### src/rtl/seq_mult8.sv
// Sequential shift-and-add multiplier: one WIDTH-bit ripple-carry add per cycle, 2*WIDTH-bit product.
// Optional two's-complement operation is enabled with the SEQ_MULT8_SIGNED_EN macro.
module seq_mult8 #(
  parameter int WIDTH = 8
) (
  input  logic               clk,
  input  logic               rst_n,
  input  logic               in_valid,
  output logic               in_ready,
  input  logic [WIDTH-1:0]   a,
  input  logic [WIDTH-1:0]   b,
  output logic               out_valid,
  input  logic               out_ready,
  output logic [2*WIDTH-1:0] product,
  output logic               busy
);

  localparam int P  = 2 * WIDTH;
  localparam int CW = (WIDTH > 2) ? $clog2(WIDTH) : 1;
  localparam logic [CW-1:0] LAST = CW'(WIDTH - 1);

  typedef enum logic [1:0] {
    IDLE = 2'b00,
    RUN  = 2'b01,
    DONE = 2'b10
  } state_t;

  // WIDTH-bit ripple-carry add; bit WIDTH of the result is the carry-out.
  function automatic logic [WIDTH:0] rca_add(input logic [WIDTH-1:0] x, input logic [WIDTH-1:0] y);
    logic [WIDTH:0] res;
    logic           c;
    c = 1'b0;
    for (int i = 0; i < WIDTH; i++) begin
      res[i] = x[i] ^ y[i] ^ c;
      c      = (x[i] & y[i]) | (x[i] & c) | (y[i] & c);
    end
    res[WIDTH] = c;
    return res;
  endfunction

`ifdef SEQ_MULT8_SIGNED_EN
  // Magnitude of a two's-complement operand; the most-negative value maps onto itself as unsigned.
  function automatic logic [WIDTH-1:0] mag(input logic [WIDTH-1:0] x);
    logic [WIDTH-1:0] res;
    if (x[WIDTH-1]) begin
      res = ~x + WIDTH'(1);
    end else begin
      res = x;
    end
    return res;
  endfunction
`endif

  state_t           state_r, state_s;
  logic [P-1:0]     acc_r, acc_s;
  logic [WIDTH-1:0] mcand_r, mcand_s;
  logic [CW-1:0]    cnt_r, cnt_s;
  logic [P-1:0]     product_r, product_s;
  logic             in_ready_r, out_valid_r, busy_r;
  logic [WIDTH:0]   sum_s;
  logic [P-1:0]     step_acc_s;
  logic [P-1:0]     final_s;
  logic [WIDTH-1:0] load_mcand_s;
  logic [WIDTH-1:0] load_mplier_s;
`ifdef SEQ_MULT8_SIGNED_EN
  logic             neg_r, neg_s;
`endif

  // One shift-and-add iteration; the carry-out lands in the accumulator MSB.
  always_comb begin
    sum_s = {(WIDTH+1){1'b0}};
    if (acc_r[0]) begin
      sum_s = rca_add(acc_r[P-1:WIDTH], mcand_r);
    end else begin
      sum_s = {1'b0, acc_r[P-1:WIDTH]};
    end
    step_acc_s = {sum_s, acc_r[WIDTH-1:1]};
  end

  // Operand conditioning at acceptance and result fix-up on the way into DONE.
  always_comb begin
    load_mcand_s  = a;
    load_mplier_s = b;
    final_s       = step_acc_s;
`ifdef SEQ_MULT8_SIGNED_EN
    load_mcand_s  = mag(a);
    load_mplier_s = mag(b);
    if (neg_r) begin
      final_s = ~step_acc_s + P'(1);
    end else begin
      final_s = step_acc_s;
    end
`endif
  end

  // Next-state and datapath update logic.
  always_comb begin
    state_s   = state_r;
    acc_s     = acc_r;
    mcand_s   = mcand_r;
    cnt_s     = cnt_r;
    product_s = product_r;
`ifdef SEQ_MULT8_SIGNED_EN
    neg_s     = neg_r;
`endif
    case (state_r)
      IDLE: begin
        if (in_valid) begin
          mcand_s = load_mcand_s;
          acc_s   = {{WIDTH{1'b0}}, load_mplier_s};
          cnt_s   = {CW{1'b0}};
`ifdef SEQ_MULT8_SIGNED_EN
          neg_s   = a[WIDTH-1] ^ b[WIDTH-1];
`endif
          state_s = RUN;
        end else begin
          state_s = IDLE;
        end
      end
      RUN: begin
        acc_s = step_acc_s;
        cnt_s = cnt_r + CW'(1);
        if (cnt_r == LAST) begin
          product_s = final_s;
          state_s   = DONE;
        end else begin
          state_s = RUN;
        end
      end
      DONE: begin
        if (out_ready) begin
          state_s = IDLE;
        end else begin
          state_s = DONE;
        end
      end
      default: begin
        state_s = IDLE;
      end
    endcase
  end

  // State, datapath and registered handshake outputs.
  always_ff @(posedge clk or negedge rst_n) begin
    if (!rst_n) begin
      state_r     <= IDLE;
      acc_r       <= {P{1'b0}};
      mcand_r     <= {WIDTH{1'b0}};
      cnt_r       <= {CW{1'b0}};
      product_r   <= {P{1'b0}};
      in_ready_r  <= 1'b1;
      out_valid_r <= 1'b0;
      busy_r      <= 1'b0;
    end else begin
      state_r     <= state_s;
      acc_r       <= acc_s;
      mcand_r     <= mcand_s;
      cnt_r       <= cnt_s;
      product_r   <= product_s;
      in_ready_r  <= (state_s == IDLE);
      out_valid_r <= (state_s == DONE);
      busy_r      <= (state_s != IDLE);
    end
  end

`ifdef SEQ_MULT8_SIGNED_EN
  // Result sign captured at acceptance.
  always_ff @(posedge clk or negedge rst_n) begin
    if (!rst_n) begin
      neg_r <= 1'b0;
    end else begin
      neg_r <= neg_s;
    end
  end
`endif

  assign in_ready  = in_ready_r;
  assign out_valid = out_valid_r;
  assign busy      = busy_r;
  assign product   = product_r;

endmodule

### config.mk
export PLATFORM = sky130hd
export DESIGN_NAME = seq_mult8
export DESIGN_NICKNAME = d
export VERILOG_FILES = /design/src/rtl/seq_mult8.sv
export SDC_FILE = /design/constraint.sdc
export NUM_CORES = 1
export LEC_CHECK = 0
export ABC_AREA = 1
export CAP_MARGIN = 10
export CORE_MARGIN = 2
export CORE_UTILIZATION = 25
export CTS_BUF_LIST = sky130_fd_sc_hd__clkbuf_8
export DETAILED_ROUTE_END_ITERATION = 16
export HOLD_SLACK_MARGIN = 0.08
export PLACE_DENSITY = 0.41
export SLEW_MARGIN = 40
export SYNTH_ARGS = -nofsm -noshare
export SYNTH_HDL_FRONTEND = slang
export SYNTH_SLANG_ARGS = --single-unit
### constraint.sdc
create_clock -name clk -period 3.75 [get_ports clk]
set_input_delay 0.75 -clock clk [delete_from_list [all_inputs] [get_ports clk]]
set_output_delay 0.75 -clock clk [all_outputs]
set_load 0.01 [all_outputs]
Word level (Yosys, flattened, before mapping)
Index checks and enable logic that the tools add are counted.
{"block": "op_classes", "add_sub_neg": 1, "eq_ne": 5, "muxes": 9, "bitwise": 51, "n_reduce_logical": 7}
{"operator": "16-bit one-hot mux with 2 select lines", "n": 1}
{"operator": "1-bit AND", "n": 22}
{"operator": "16-bit 2-to-1 mux", "n": 1}
{"operator": "1-bit bitwise XOR", "n": 15}
{"operator": "1-bit OR", "n": 14}
{"operator": "9-bit 2-to-1 mux", "n": 1}
{"operator": "2-bit one-hot mux with 3 select lines", "n": 1}
{"operator": "3-bit one-hot mux with 2 select lines", "n": 1}
{"operator": "2-bit AND reduction", "n": 3}
{"operator": "2-bit equality test, second input constant", "n": 2}
{"operator": "2-bit logical NOT", "n": 2}
{"operator": "2-bit 2-to-1 mux", "n": 2}
{"operator": "2-bit nonzero test", "n": 2}
{"operator": "3-bit by 1-bit adder with 3-bit output, second input constant", "n": 1}
{"operator": "3-bit equality test, second input constant", "n": 1}
{"operator": "3-bit 2-to-1 mux", "n": 1}
{"operator": "2-bit by 1-bit equality test with 1-bit output, second input constant", "n": 1}
{"operator": "2-bit != test, second input constant", "n": 1}
{"operator": "1-bit 2-to-1 mux", "n": 1}
{"block": "totals", "regBits": 48, "input_bits": 20, "out_inout_bits": 19, "wordCells": 81}

Logic depth before layout (Yosys ltp)
Gate-level depths: netlist (run 1).
{"block": "logic_depth", "word_depth": 24, "depth_mapped": 14, "ltp_nobuf": 14}

Least setup slack after synthesis (run 1)
OpenSTA, ideal clock, no wires.
{"block": "synth_path", "kind": "reg-to-reg", "from": "register acc_r[8]", "to": "register acc_r[14]", "setup_ns": 0.122, "arrival_ns": 3.434, "required_ns": 3.628, "slack_ns": 0.194, "stages_incl_launch_ff": 15, "path_buffers": 0, "synth_period_minus_slack_ns": 3.556, "path_cell_list": "dfrtp_1 ha_1 inv_1 fa_1 fa_1 fa_1 fa_1 fa_1 fa_1 inv_1 fa_1 nand2_1 nand2_1 nand2_1 o21ai_1"}
{"block": "synth_between", "elab_chain_len": 22, "elab_cells_between_ends": 28, "classes_between": "mux (2); bitwise (26)"}
{"item": "from (decl)", "line_no": "55", "rtl": "logic [P-1:0] acc_r, acc_s;"}
{"item": "from (signal assigned)", "line_no": "147", "rtl": "acc_r <= {P{1'b0}};"}
{"item": "from (signal assigned)", "line_no": "156", "rtl": "acc_r <= acc_s;"}
{"item": "1-bit AND *", "line_no": "35", "rtl": "c = (x[i] & y[i]) | (x[i] & c) | (y[i] & c);"}
{"item": "1-bit AND", "line_no": "35"}
{"item": "1-bit OR", "line_no": "35"}
{"item": "1-bit OR *", "line_no": "35"}
{"item": "1-bit AND", "line_no": "35"}
{"item": "1-bit OR", "line_no": "35"}
{"item": "1-bit OR *", "line_no": "35"}
{"item": "1-bit AND", "line_no": "35"}
{"item": "[6 not listed]"}
{"item": "1-bit OR", "line_no": "35"}
{"item": "1-bit OR *", "line_no": "35"}
{"item": "1-bit AND", "line_no": "35"}
{"item": "1-bit OR", "line_no": "35"}
{"item": "1-bit OR *", "line_no": "35"}
{"item": "1-bit bitwise XOR *", "line_no": "34", "rtl": "res[i] = x[i] ^ y[i] ^ c;"}
{"item": "9-bit 2-to-1 mux *", "line_no": "72", "rtl": "if (acc_r[0]) begin"}
{"item": "16-bit one-hot mux with 2 select lines *", "line_no": "106", "rtl": "case (state_r)"}
Every way passes the cells marked *; elsewhere a longest branch is shown, timed or not.
A chain may end at the register's enable or synchronous reset.

Worst setup path in the final report (run 1)
Ends and elaborated chain as after synthesis.

==> metrics.cfg, run 1 <==
[detailed_routing]
wirelength_um=5006
remaining_drc_errors=0
num_vias=1700
via_per_inst=4.048
ant_nets=0
drt-pass1-iter-count=4
wl_per_cell_um=11.92
drt_iter0_drc=59

[flow_run]
drv_cap=0

[setup_path]
worstPathCellList=ha_1 -> inv_1 -> fa_1 -> fa_2 -> fa_2 -> fa_2 -> fa_1 -> fa_1 -> inv_1 -> fa_1 -> nand2_1 -> nand2_1 -> nand2_1 -> o21ai_1
cp_slowest_cell=fa_1
cp_num_buf_inv=2
worst_setup_path_end_kind=flip-flop
critPathKind=reg -> reg
critPathLaunchType=flip-flop
r2r_setup_slack_ns=0.15
cp.arrival_ns=3.78
crit_required_ns=3.94
cpLargestDelayFamily=adder cells
critPathMostFrequentCell=fa_1
crit_fanout=3
max_stage_delay_ns=0.41

[floorplanning]
core_um2=9284
io_pins=39
start_util_pct=25.98
die_x_um=102.2
die_h_um=102.2
fp.dieArea_um2=10450
rows=35

[global_route]
grt_overflow=0
grt_pass1_vias=1725
track_usage_pct=10.65
grt_pass1_wl_um=8631
grt_max_degree=35
antenna_found_initial=0

[timing]
tightest_slew_ns=0.5541
worst_slack_ns=0.1535
finalHoldWorstSlack_ns=0.3860
setup_viol=0
fin_crit_ns=3.597
hold_viol_final=0
period_share_pct=95.91
slew_headroom_pct=63.06
fin_skew_ns=0.004723
fmax_ghz=0.2780
final_max_slew_viol_count=0

[logic_synthesis]
synth_area_leaders=dfrtp_1 (49%), nand2_1 (10%), nand3_1 (6.6%), inv_1 (5.9%), fa_1 (5.8%)
synthSimpleGateAreaFrac_pct=21.47
synth-seq-cells=48
synth_compound_area_share_pct=10.06
synth.mux.area_fraction_pct=0
synth_top_cell_by_area=dfrtp_1
synthXorXnorAreaFrac_pct=0
synth_top_family_by_area=simple AND/OR/NAND/NOR gates
syn_avg_cell_area_um2=9.460
syn-num-nets=285
synth_seq_area_share_pct=49.84
synth_area_um2=2412
yosys_warnings=0
synth_top_area_share_pct=48.76
synth_cell_types=27
synth_fa_ha_area_share_pct=7.365
synthCells=255

[pwr]
p_leak_nw=1.406
p_switching_mw=0.9566
totalPowerFinal_mw=2.327
switching_share_pct=41.10
seq_power_share_pct=39.8
vdd_ir_drop_max_uv=247.8
pwr-share-clk_pct=13.9
p_comb_share_pct=46.4
p_per_area_nw_per_um2=789.5
p_int_mw=1.371

[place]
placed_area_um2=2838
place_congestion=0.7069
hpwl_um=3440
port_buffers=38
place_inst=411
place_ws_ns=0.05306

[min_path]
hp-class=in -> async

[run_status]
status=complete, no violations

[final_layout]
area_growth_pct=22.20
final_cells=420
fill_cells=1034
layout-drive-gt1-share_pct=13.06
multi_input_area_um2=945.9
register_area_um2=1202
stdcell_area_um2=2948
layout.nets=320
n_antenna_cell=0

[clock_network]
clkSinkCount=48
clock_latency_ns=0.30
clk_path_buf_depth=2
cts_tree=built
numCtsBuffers=5
cts-root-buf=clkbuf_8
clk_pin_slew_ns=0.09
htreeDepth=2

final timing paths:
check / end / depth (start not counted) / startpoint
worst max-delay path: acc_r[14] / 14 / acc_r[8]
worst min-delay path: acc_r[9] / 1 / rst_n
worst max register to register: acc_r[14] / 14 / acc_r[8]
worst min register to register: product[6] / 2 / product[6]
max in group asynchronous: in_ready / 2 / rst_n
min in group clk: product[6] / 2 / product[6]
power by group through the flow:
stage / sequential (mW) / combinational, mW / clock (mW)
CTS: 0.928 / 1.09 / 0.342
detailed placement: 0.937 / 1.09 / 0
global route: 0.960 / 1.26 / 0.361
floorplan: 0.908 / 0.800 / 0
finish: 0.925 / 1.08 / 0.323
global placement: 0.936 / 1.09 / 0
sequential cells by signal, indices dropped and copies added, names as in the netlist:
signal / count
acc_r: 16
mcand_r: 8
out_valid: 1
cnt_r: 3
busy: 1
state_r: 2
in_ready: 1
product: 16
routing by layer:
metal	GRT usage, %	share of wire, %
met5	0	0
met4	4.308	1.5
met3	1.642	3.3
met2	15.49	43
met1	15.81	52
synth_stat cells:
| library cell | count |
|---|---|
| clkbuf_1 | 1 |
| nand2_1 | 64 |
| inv_4 | 1 |
| a21oi_1 | 1 |
| buf_8 | 1 |
| nand2_2 | 1 |
| nand3b_1 | 1 |
| nand3_2 | 1 |
| dfstp_2 | 1 |
| inv_2 | 1 |
| nor2_4 | 1 |
| inv_1 | 38 |
| buf_2 | 1 |
| nand3_4 | 1 |
| ha_1 | 3 |
| fa_1 | 7 |
| o21ai_1 | 1 |
| o21ai_0 | 22 |
| clkbuf_2 | 1 |
| nand4_1 | 1 |
| nand2_8 | 2 |
| buf_6 | 8 |
| nand3_1 | 32 |
| o21ai_2 | 14 |
| dfrtp_1 | 47 |
| nor2_1 | 2 |
| nand2_4 | 1 |
cells by family (layout without fill, tap and decap cells):
group	count (synthesis)	count (layout)
AOI/OAI and AO/OA	38	38
adders and majority gates	10	10
buffers and inverters	52	88
DFF	48	48
and+or+nand+nor	107	107
cell usage in the layout (no fill, tap or decap), drive strengths merged:
cell	netlist	layout
ha	3	3
nand3b	1	1
inv	40	40
dfstp	1	1
clkinv	0	2
nand4	1	1
clkdlybuf4s50	0	37
clkbuf	2	6
nand2	68	68
buf	10	3
o21ai	37	37
fa	7	7
nor2	3	3
a21oi	1	1
nand3	34	34
dfrtp	47	47
through the flow:
stage               utilization, %     TNS, ns
finish                       31.75           0
global route                 31.75  -0.0003051
CTS                          31.56           0
detailed placement           30.57           0
global placement             30.57           0
floorplan                        -           0
layout make-up:
class                   count  area share [%]
well taps                 129           5.475
inverters                  40           5.178
flip-flops and latches     48           40.79
clock buffers               6           2.801
repair buffers             40           13.33
clock inverters             2          0.3396
multi-input cells         155           32.09
timing repair:
action,in CTS,in global routing
setup buffers,0,1
endpoints found under the setup margin,0,2
hold buffers,0,0
resized for setup,0,3
No activity file was read; power rests on OpenSTA's default activity.
==> run 2: changes to the inputs <==
SKIP_CTS_REPAIR_TIMING = 1   (was not set)
==> results of run 2 <==
No change in the layout: final DEF, timing and power equal those of run 1.
==> run 3: changes to the inputs <==
CORE_MARGIN = not set   (was 2)
CORE_UTILIZATION = 40   (was 25)
PLACE_DENSITY = 0.61   (was 0.41)
==> metrics.cfg, run 3 (synthesis gave the netlist of run 1 again) <==
[run_status]
status=complete, no violations

[final_layout]
stdcell_area_um2=2869  ; -2.7%
layout_common_cells=nand2_1 (64), dfrtp_1 (47), inv_1 (38)
multi_input_area_um2=945.9  ; unchanged
n_antenna_cell=0  ; unchanged
area_growth_pct=18.93
layout.nets=319  ; -0.31%
layout-drive-gt1-share_pct=12.76  ; -0.30 points
layout_commonest_cell=nand2_1
register_area_um2=1202  ; unchanged
fill_cells=539  ; -48%

[floorplanning]
io_pins=39  ; unchanged
die_h_um=79.66  ; -22%
rows=27  ; -23%
core_um2=5675  ; -39%
fp.dieArea_um2=6346  ; -39%
start_util_pct=42.50  ; +17 points
die_x_um=79.66  ; -22%

[timing]
fmax_ghz=0.2779  ; about the same
slew_headroom_pct=61.08  ; -2.0 points
setup_viol=0  ; unchanged
fin_skew_ns=0.005782  ; +0.001060 ns
period_share_pct=95.96  ; about the same
tightest_slew_ns=0.5838  ; +0.02973 ns
rsz0062_at_grt=no
final_max_slew_viol_count=0  ; unchanged
tns_ns=0  ; unchanged
fin_crit_ns=3.598  ; +0.001973 ns
hold_viol_final=0  ; unchanged

[global_route]
grt_pass1_wl_um=7493  ; -13%
grt_pass1_vias=1564  ; -9.3%
grt_max_degree=49  ; +40%
track_usage_pct=15.71  ; +5.1 points
grt_overflow=0  ; unchanged
antenna_found_initial=0  ; unchanged

[clock_network]
clock_latency_ns=0.30  ; about the same
numCtsBuffers=5  ; unchanged
cts_tree=built
clk_pin_slew_ns=0.09  ; about the same
htreeDepth=2  ; unchanged
clk_path_buf_depth=2  ; unchanged
clkSinkCount=48  ; unchanged
cts-root-buf=clkbuf_8

[pwr]
vdd_ir_drop_max_uv=314.4  ; +27%
p_per_area_nw_per_um2=805.6  ; +2.0%
p_leak_nw=1.402  ; -0.34%
totalPowerFinal_mw=2.311  ; -0.69%

[setup_path]
crit_required_ns=3.95  ; about the same
worstPathCellList=ha_1 -> inv_1 -> fa_1 -> fa_2 -> fa_2 -> fa_1 -> fa_2 -> fa_1 -> inv_1 -> fa_1 -> nand2_1 -> nand2_1 -> nand2_1 -> o21ai_1
cp_slowest_cell=fa_1
critPathMostFrequentCell=fa_1
cpLargestDelayFamily=adder cells
worst_setup_path_end_kind=flip-flop
crit_fanout=3  ; unchanged
cp.arrival_ns=3.80  ; +0.02 ns
cp_num_buf_inv=2  ; unchanged
critPathKind=reg -> reg
critical_path_depth=14  ; unchanged
r2r_cells=14  ; unchanged
max_stage_delay_ns=0.41  ; about the same
critPathLaunchType=flip-flop

[detailed_routing]
drt-pass1-iter-count=4  ; unchanged
wirelength_um=4269  ; -15%
drt_iter0_drc=129  ; +120%
ant_nets=0  ; unchanged
remaining_drc_errors=0  ; unchanged
via_per_inst=4.699  ; +16%
num_vias=1701  ; +0.059%
wl_per_cell_um=11.79  ; -1.1%

[min_path]
hp-class=in -> async

[place]
hpwl_um=2909  ; -15%
place_congestion=0.7648  ; +8.2%
port_buffers=38  ; unchanged
placed_area_um2=2761  ; -2.7%

[flow_run]
drv_cap=0  ; unchanged

==> run 3: changes by cell type in the layout (fill, tap and decap cells not counted) <==
cell and change:
buf_4 -1
==> run 3: layout make-up <==
class | count | area share (%)
Sequential cell | 48 | 41.91
Multi-Input combinational cell | 155 | 32.97
Timing Repair Buffer | 39 | 13.43
Inverter | 40 | 5.321
Tap cell | 72 | 3.140
Clock buffer | 6 | 2.878
Clock inverter | 2 | 0.3489
==> run 3: report_power, final <==
| group | switching, mW | internal (mW) |
|---|---|---|
| Clock | 0.171 | 0.147 |
| Sequential | 0.172 | 0.754 |
| Combinational | 0.595 | 0.473 |
| Total | 0.937 | 1.37 |
==> run 3: stage by stage <==
step | std cells | hold WS [ns] | util [%] | worst slack (ns)
6_report | 362 | 0.4398 | 50.55 | 0.1515
5_1_grt | 362 | 0.4874 | 50.55 | 0.003388
4_1_cts | 361 | 0.4694 | 50.29 | 0.03827
3_5_place_dp | 353 | 0.4663 | 48.66 | 0.04302
3_3_place_gp | 353 | 0.4652 | 48.61 | 0.1149
2_1_floorplan | 255 | 0.4497 | - | 0.1942
==> run 3: final timing paths <==
path / start / to / slack (ns)
setup / recovery: acc_r[8] / acc_r[14] / 0.15
hold / removal: rst_n / mcand_r[2] / 0.44
setup reg to reg: acc_r[8] / acc_r[14] / 0.15
hold reg to reg: product[11] / product[11] / 0.48
max in group asynchronous: rst_n / product[1] / 2.91
min in group clk: product[11] / product[11] / 0.48
==> run 3: routing by layer <==
metal | vias up | GRT usage (%) | part of all wire, %
li1 | 865 | - | -
met1 | 793 | 22.49 | 52
met2 | 36 | 22.14 | 42
met3 | 7 | 4.343 | 4.3
met4 | 0 | 6.545 | 1.8
met5 | - | 0 | 0
